File: src/rtl/dac_spi_arbiter.sv
// dac_spi_arbiter: shares one serial DAC port (sync_bar/din) between two
// frame requesters. Round-robin grant, MSB-first serialization, enforced
// sync_bar high gap between frames, per-requester ack/done pulses.
// FRAME_BITS must be >= 2 and GAP_CYCLES >= 1.
module dac_spi_arbiter #(
  parameter int FRAME_BITS = 24,
  parameter int GAP_CYCLES = 2
) (
  input  logic                  clk,
  input  logic                  reset,
  input  logic                  enable,
  input  logic                  req0,
  input  logic [FRAME_BITS-1:0] data0,
  output logic                  ack0,
  output logic                  done0,
  input  logic                  req1,
  input  logic [FRAME_BITS-1:0] data1,
  output logic                  ack1,
  output logic                  done1,
  output logic                  sync_bar,
  output logic                  din,
  output logic                  busy,
  output logic                  last_grant,
  output logic [15:0]           frame_count
);

  // Counter widths; a single-value counter still needs one bit.
  localparam int BW = (FRAME_BITS > 1) ? $clog2(FRAME_BITS) : 1;
  localparam int GW = (GAP_CYCLES > 1) ? $clog2(GAP_CYCLES) : 1;

  typedef enum logic [1:0] {
    IDLE  = 2'd0,
    SHIFT = 2'd1,
    GAP   = 2'd2
  } state_t;

  state_t                state;
  logic [FRAME_BITS-1:0] shreg;      // frame word, consumed from the top
  logic [BW-1:0]         bit_cnt;    // bits still to emit after the current one
  logic [GW-1:0]         gap_cnt;    // remaining gap cycles after this one
  logic                  cur;        // requester owning the frame in flight
  logic [15:0]           frame_cnt;

  logic                  grant_valid;
  logic                  grant_sel;
  logic [FRAME_BITS-1:0] grant_word;

  assign frame_count = frame_cnt;

  // Round-robin pick: a lone requester wins; on contention the one not
  // granted last time wins.
  always_comb begin
    grant_valid = enable && (req0 || req1);
    grant_sel   = 1'b0;
    if (req0 && req1) begin
      grant_sel = ~last_grant;
    end else begin
      grant_sel = req1;
    end
    grant_word  = grant_sel ? data1 : data0;
  end

  // Arbiter/serializer FSM; every output is a register so the DAC pins
  // never see combinational glitches.
  always_ff @(posedge clk or negedge reset) begin
    if (!reset) begin
      state      <= IDLE;
      shreg      <= '0;
      bit_cnt    <= '0;
      gap_cnt    <= '0;
      cur        <= 1'b0;
      frame_cnt  <= '0;
      sync_bar   <= 1'b1;
      din        <= 1'b0;
      ack0       <= 1'b0;
      ack1       <= 1'b0;
      done0      <= 1'b0;
      done1      <= 1'b0;
      busy       <= 1'b0;
      last_grant <= 1'b1;   // so requester 0 wins the first contention
    end else begin
      ack0  <= 1'b0;
      ack1  <= 1'b0;
      done0 <= 1'b0;
      done1 <= 1'b0;
      case (state)
        IDLE: begin
          if (grant_valid) begin
            shreg      <= grant_word;
            din        <= grant_word[FRAME_BITS-1];
            sync_bar   <= 1'b0;
            busy       <= 1'b1;
            cur        <= grant_sel;
            last_grant <= grant_sel;
            bit_cnt    <= BW'(FRAME_BITS - 1);
            if (grant_sel) begin
              ack1 <= 1'b1;
            end else begin
              ack0 <= 1'b1;
            end
            state      <= SHIFT;
          end
        end
        SHIFT: begin
          if (bit_cnt == '0) begin
            // Last bit has been on the wire for its full cycle: close frame.
            sync_bar  <= 1'b1;
            din       <= 1'b0;
            frame_cnt <= frame_cnt + 16'd1;
            gap_cnt   <= GW'(GAP_CYCLES - 1);
            if (cur) begin
              done1 <= 1'b1;
            end else begin
              done0 <= 1'b1;
            end
            state     <= GAP;
          end else begin
            din     <= shreg[FRAME_BITS-2];
            shreg   <= {shreg[FRAME_BITS-2:0], 1'b0};
            bit_cnt <= bit_cnt - BW'(1);
          end
        end
        GAP: begin
          if (gap_cnt == '0) begin
            busy  <= 1'b0;
            state <= IDLE;
          end else begin
            gap_cnt <= gap_cnt - GW'(1);
          end
        end
        default: begin
          sync_bar <= 1'b1;
          din      <= 1'b0;
          busy     <= 1'b0;
          state    <= IDLE;
        end
      endcase
    end
  end

endmodule

File: config.mk
export PLATFORM = sky130hd
export DESIGN_NAME = dac_spi_arbiter
export DESIGN_NICKNAME = d
export VERILOG_FILES = /design/src/rtl/dac_spi_arbiter.sv
export SDC_FILE = /design/constraint.sdc
export NUM_CORES = 1
export LEC_CHECK = 0
export CORE_AREA = 2 2 100 102
export CTS_CLUSTER_SIZE = 24
export DETAILED_ROUTE_END_ITERATION = 8
export DIE_AREA = 0 0 102 104
export GPL_TIMING_DRIVEN = 0
export PLACE_DENSITY = 0.56
export SLEW_MARGIN = 20
export SYNTH_ARGS = -nofsm -noshare
export SYNTH_HDL_FRONTEND = slang
export SYNTH_SLANG_ARGS = --single-unit
File: constraint.sdc
create_clock -name clk -period 4.53 [get_ports clk]
set_input_delay 1.1325 -clock clk [delete_from_list [all_inputs] [get_ports clk]]
set_output_delay 1.1325 -clock clk [all_outputs]
set_load 0.05 [all_outputs]
Word-level counts from Yosys, hierarchy flattened
Cells that the tools add are included. W data, S select, Z words.

Bitwise logic cells: 3. Equality and inequality tests: 6. $add $sub $neg: 3. Multiplexer cells: 35. Reductions and logical operators: 15.

Operators with widths (number): $mux W23 (2); $pmux W23 S2 (1); $mux W24 (1); $mux W1 (20); $add A16 B1 Y16 const B (1); $reduce_and A3 Y1 (4); $mux W5 (2); $pmux W5 S2 (1); $pmux W1 S3 (3); $ne A2 B2 Y1 const B (4); $reduce_and A2 Y1 (4); $mux W2 (3); $pmux W2 S3 (1); $logic_not A5 Y1 (1); $sub A5 B1 Y5 const B (1); $reduce_bool A2 Y1 (2); $not A1 Y1 (3); $eq A2 B1 Y1 const B (1); $eq A2 B2 Y1 const B (1); $logic_and A1 B1 Y1 (2); $logic_not A2 Y1 (1); $pmux W1 S2 (1); $logic_or A1 B1 Y1 (1); $sub A1 B1 Y1 const B (1).

Register bits after elaboration: 56. Output and inout port bits: 24. Word-level logic and storage cells: 76.

Logic depth before layout (Yosys ltp)
Word-level depth: 5. Gate-level depth with buffers: 7. Gate-level depth less buffers: 6.

Least setup slack after synthesis
No wires, ideal clock.

Kind: input to register. From: input req1. To: register shreg[6]. Stages on the path: 6. Path slack: 1.944 ns. Required time: 4.405 ns. Arrival: 2.461 ns. Path through: a21boi_0 buf_1 buf_2 mux2i_1 o21ai_0 mux2_2.

Word-level cells in the longest chain between the ends: 5.

RTL lines: start, declared (line 16) `input logic req1,`; $logic_and A1 B1 Y1 (line 55) `if (req0 && req1) begin`; $mux W1 (line 55); $mux W24 (line 60) `grant_word = grant_sel ? data1 : data0;`; $mux W23 (line 88) `if (grant_valid) begin`; $pmux W23 S2 (line 86) `case (state)`; end signal, assigned (line 89) `shreg <= grant_word;`; end signal, assigned (line 119) `shreg <= {shreg[FRAME_BITS-2:0], 1'b0};`; end, declared (line 38) `logic [FRAME_BITS-1:0] shreg;`.

Parallel ways exist; a longest one is shown, timed or not. The select of a mux whose other input is x is not followed. A chain may end at the register's enable or synchronous reset.

Worst setup path after layout
From: input req1. To: register shreg[21].

Same word-level chain as after synthesis.

==> results.txt <==
* Status: finished, final reports clean
* Reg-to-reg slack, setup: approximately 1.9 ns
- Global-route wire length before repair: slightly above 10000 um
- Setup total negative slack on the finished layout was measured at 0 ns.
* Worst reg2reg startpoint: bit_cnt[0]$_DFFE_PN0P_
* TritonCTS Buffers: 5
* Max-Cap Viols: 0
* Area growth syn-to-layout: 37.3%
- The most common cell in the synthesized netlist is sky130_fd_sc_hd__dfrtp_1.
* Chip Width: 102 um
* Capturing point of the worst reg2reg path: shreg[17]$_DFFE_PN0P_
* Final hold viol count: 0
* Cell count after placement: ~470
* Static power due to leakage: between 0.0015 and 0.002 uW
- In this run the cell area of the synthesized design comes to around 2800 um^2.
- Number of clock sinks seen by CTS: 56
- Post-synthesis share of cell area spent on full adders, half adders and majority gates: less than 1%
- Routed wirelength normalized by instance count: 12.5 um
- Synthesis inferred 56 register bits.
- Measured along the y axis, the die boundary spans roughly 100 um.
- For the pin with the worst max-slew slack, the measured transition is between 0.6 and 0.7 ns.
- Fill cells: slightly below 1000
- The netlist uses between 40 and 50 different library cells.
* Antenna-violating nets left: 0
- Post-detailed-route via-to-cell ratio: 4.47
* Starting utilization of the core area: between 20 and 30%
* Finish-stage setup viols: 0
- Final global-route overflow total: 0
* Post-detailed-placement half-perimeter wirelength: approximately 4500 um
* Total via count in the routed design: 2125
- In the synthesized netlist, the number of instances is 257.
- STA classifies the critical path endpoint as a flop.
* Crit path time final: a little over 3 ns
* Count of standard-cell rows: 36
- Each instance of the synthesized netlist takes up on average between 10 and 15 um^2.
- Critical path peak fanout: 10
- Number of pins exceeding their max-slew limit in the final report: 0
- Warnings from Yosys: 0
- Via count of the first global-routing pass: around 2200
- Data on the critical path arrives at its endpoint at roughly 3.2 ns.
- The core region is 9550 um^2.
* Largest family of logic cells by synthesized area: multiplexers
- Drt initial violations: 40
- By area the synthesized netlist is led by sky130_fd_sc_hd__dfrtp_1 49%, sky130_fd_sc_hd__mux2i_1 8.6%, sky130_fd_sc_hd__mux2_2 8.5%.
* Worst max-slew margin expressed relative to the limit: a little over half
- Static timing analysis puts the maximum clock frequency at ~330 MHz.
- Once the clock tree was built, the setup fixing pass inserted 0 buffers.
- Basic-gate share of the synthesized area counting and, or, nand and nor cells: approximately 14%
* # H-tree levels: 2
- Cells resized by post-CTS repair: 0
- Worst-case hold slack: ~0.47 ns
* Die footprint: 10600 um^2
- The biggest area contributor in the post-synthesis netlist is sky130_fd_sc_hd__dfrtp_1.
- Global routing used approximately an eighth of the available tracks across all layers.
- Share of post-route cells with drive strength above 1: 13.2%
* Count of buffers from port buffering: 76
* Clock-pin slew of the registers on the worst-case setup and hold paths: approximately 0.1 ns
* Post-route clock period utilization: 67.0%
- By count the netlist is led by 54 x sky130_fd_sc_hd__dfrtp_1, 36 x sky130_fd_sc_hd__nand2_1, 25 x sky130_fd_sc_hd__o21ai_0.
- The number of antenna diodes in the final layout is 0.
- Power spread over the standard cell area amounts to 483 nW/um^2.
* Global placer's final weighted congestion: 0.735
* Setup repair after global routing missed its margin: false
- Clock tree from TritonCTS: done
* Xor-xnor portion of the synthesized cell area: under 10%
- Across the VDD grid, the largest voltage drop is 0.000179 V.
- Antenna violations before repair: 0
- Worst r2r path cells: 7
- Count of hold buffers inserted by post-cts repair: 0
- Sequential area share after synthesis: between 50% and 60%
* Multiplexer share of the synthesized area: 17.5%
- CTS Root Cell: sky130_fd_sc_hd__clkbuf_8
- Post-synth EDFFs: 0
- Clock skew on the completed layout was measured at 0.0178 ns.
- Clock latency reported for the late side of the worst-skew pair: 0.32 ns
* Main flop type after synthesis: sky130_fd_sc_hd__dfrtp_1
- Share of the synthesized area in compound gates (AO/OA/AOI/OAI): 8.41%
- between 70 and 80 I/O pins were placed.
- Final routed wirelength across all metal layers: ~6000 um
- Number of iterations in the first detailed-routing pass: 4
- DRC violations left: 0
- The worst setup path is of the in -> reg kind.
- Area share of the largest cell type after synthesis: about half
- Buffer levels on the longest clock path: 2
* Non-Filler Instances: approximately 480
* Capturing element of the worst setup path: shreg[21]$_DFFE_PN0P_
- Startpoint of the worst setup timing path: req1
- Entering global routing, the biggest net connects 57 pins.
* Tightest Hold Check Type: reg -> reg
- STA puts the critical path data required time at roughly 4.7 ns.
* Kind of start point of the critical path: input pin
* Async S/R FF share, synth: between 90% and 100%
* Syn Nets: ~310
- In the final design database the tool counted slightly below 400 nets.
-- layout by cell type, fill, tap and decap left out, types with 3 or more instances in the layout --
master,count
sky130_fd_sc_hd__clkbuf_1,9
sky130_fd_sc_hd__clkdlybuf4s50_1,75
sky130_fd_sc_hd__clkbuf_8,5
sky130_fd_sc_hd__xnor2_1,9
sky130_fd_sc_hd__o21ai_0,25
sky130_fd_sc_hd__buf_2,3
sky130_fd_sc_hd__nor2_1,12
sky130_fd_sc_hd__xor2_1,7
sky130_fd_sc_hd__nor3_1,3
sky130_fd_sc_hd__nand2_1,36
sky130_fd_sc_hd__inv_1,6
sky130_fd_sc_hd__dfrtp_1,54
sky130_fd_sc_hd__nand4_1,5
sky130_fd_sc_hd__mux2_2,21
sky130_fd_sc_hd__mux2i_1,24
-- cells by family (layout without fill, tap and decap cells) --
kind of cell / Yosys count / after routing
buf+inv: 20 / 105
flops: 56 / 56
fa+ha+maj: 2 / 2
compound gates: 39 / 39
xor+xnor: 16 / 16
simple gates: 78 / 78
mux: 46 / 46
-- power breakdown --
| part | leakage (uW) | switching [uW] | internal [uW] |
|---|---|---|---|
| logic | 0.000912 | 421 | 382 |
| registers | 0.000720 | 102 | 662 |
| clock network | 0.0000456 | 167 | 111 |
-- worst min path at each step --
stage	slack, ns	start	to	cells past startpoint
floorplan	0.42	cur$_DFFE_PN0P_	done0$_DFF_PN0_	1
global placement	0.46	frame_count[15]$_DFFE_PN0P_	frame_count[15]$_DFFE_PN0P_	1
detailed placement	0.46	frame_count[15]$_DFFE_PN0P_	frame_count[15]$_DFFE_PN0P_	1
CTS	0.48	frame_count[15]$_DFFE_PN0P_	frame_count[15]$_DFFE_PN0P_	1
global route	0.52	frame_count[15]$_DFFE_PN0P_	frame_count[15]$_DFFE_PN0P_	1
finish	0.47	frame_count[15]$_DFFE_PN0P_	frame_count[15]$_DFFE_PN0P_	1
-- metrics by stage --
stage	power, uW	instance area [um^2]	util, %	setup slack, ns
after floorplan	1340	2780	-	1.94
after global placement	1570	3710	38.8	0.495
after detailed placement	1590	3730	39.1	1.11
after CTS	1870	3820	40.0	1.45
after global routing	1990	3820	40.0	1.32
final	1840	3820	40.0	1.50
-- critical path: stages --
cell,delay [ns]
sky130_fd_sc_hd__clkdlybuf4s50_1,0.46
sky130_fd_sc_hd__a21boi_0,0.20
sky130_fd_sc_hd__buf_1,0.41
sky130_fd_sc_hd__buf_2,0.40
sky130_fd_sc_hd__mux2i_1,0.26
sky130_fd_sc_hd__o21ai_0,0.10
sky130_fd_sc_hd__mux2_2,0.27
-- per-layer routing --
metal  GRT usage (%)  part of all wire (%)
met5               0                     0
met4            2.29                  0.67
met3            2.69                   5.0
met2            19.6                    49
met1            15.6                    46
-- flip-flops by register name (all words and copies together) (netlist names), 2 cells and up --
name and flops:
frame_count 16, bit_cnt 5, state 2, shreg 23
-- area by class of cell --
class | instances | area [um^2] | area share (%)
well taps | 133 | 166 | 4.35
flip-flops and latches | 56 | 1400 | 36.7
clock inverters | 2 | 13.8 | 0.360
repair buffers | 77 | 786 | 20.6
multi-input cells | 181 | 1290 | 33.7
clock buffers | 6 | 72.6 | 1.90
inverters | 6 | 22.5 | 0.589
plain buffers | 14 | 67.6 | 1.77
(Power assumes the default switching activity.)
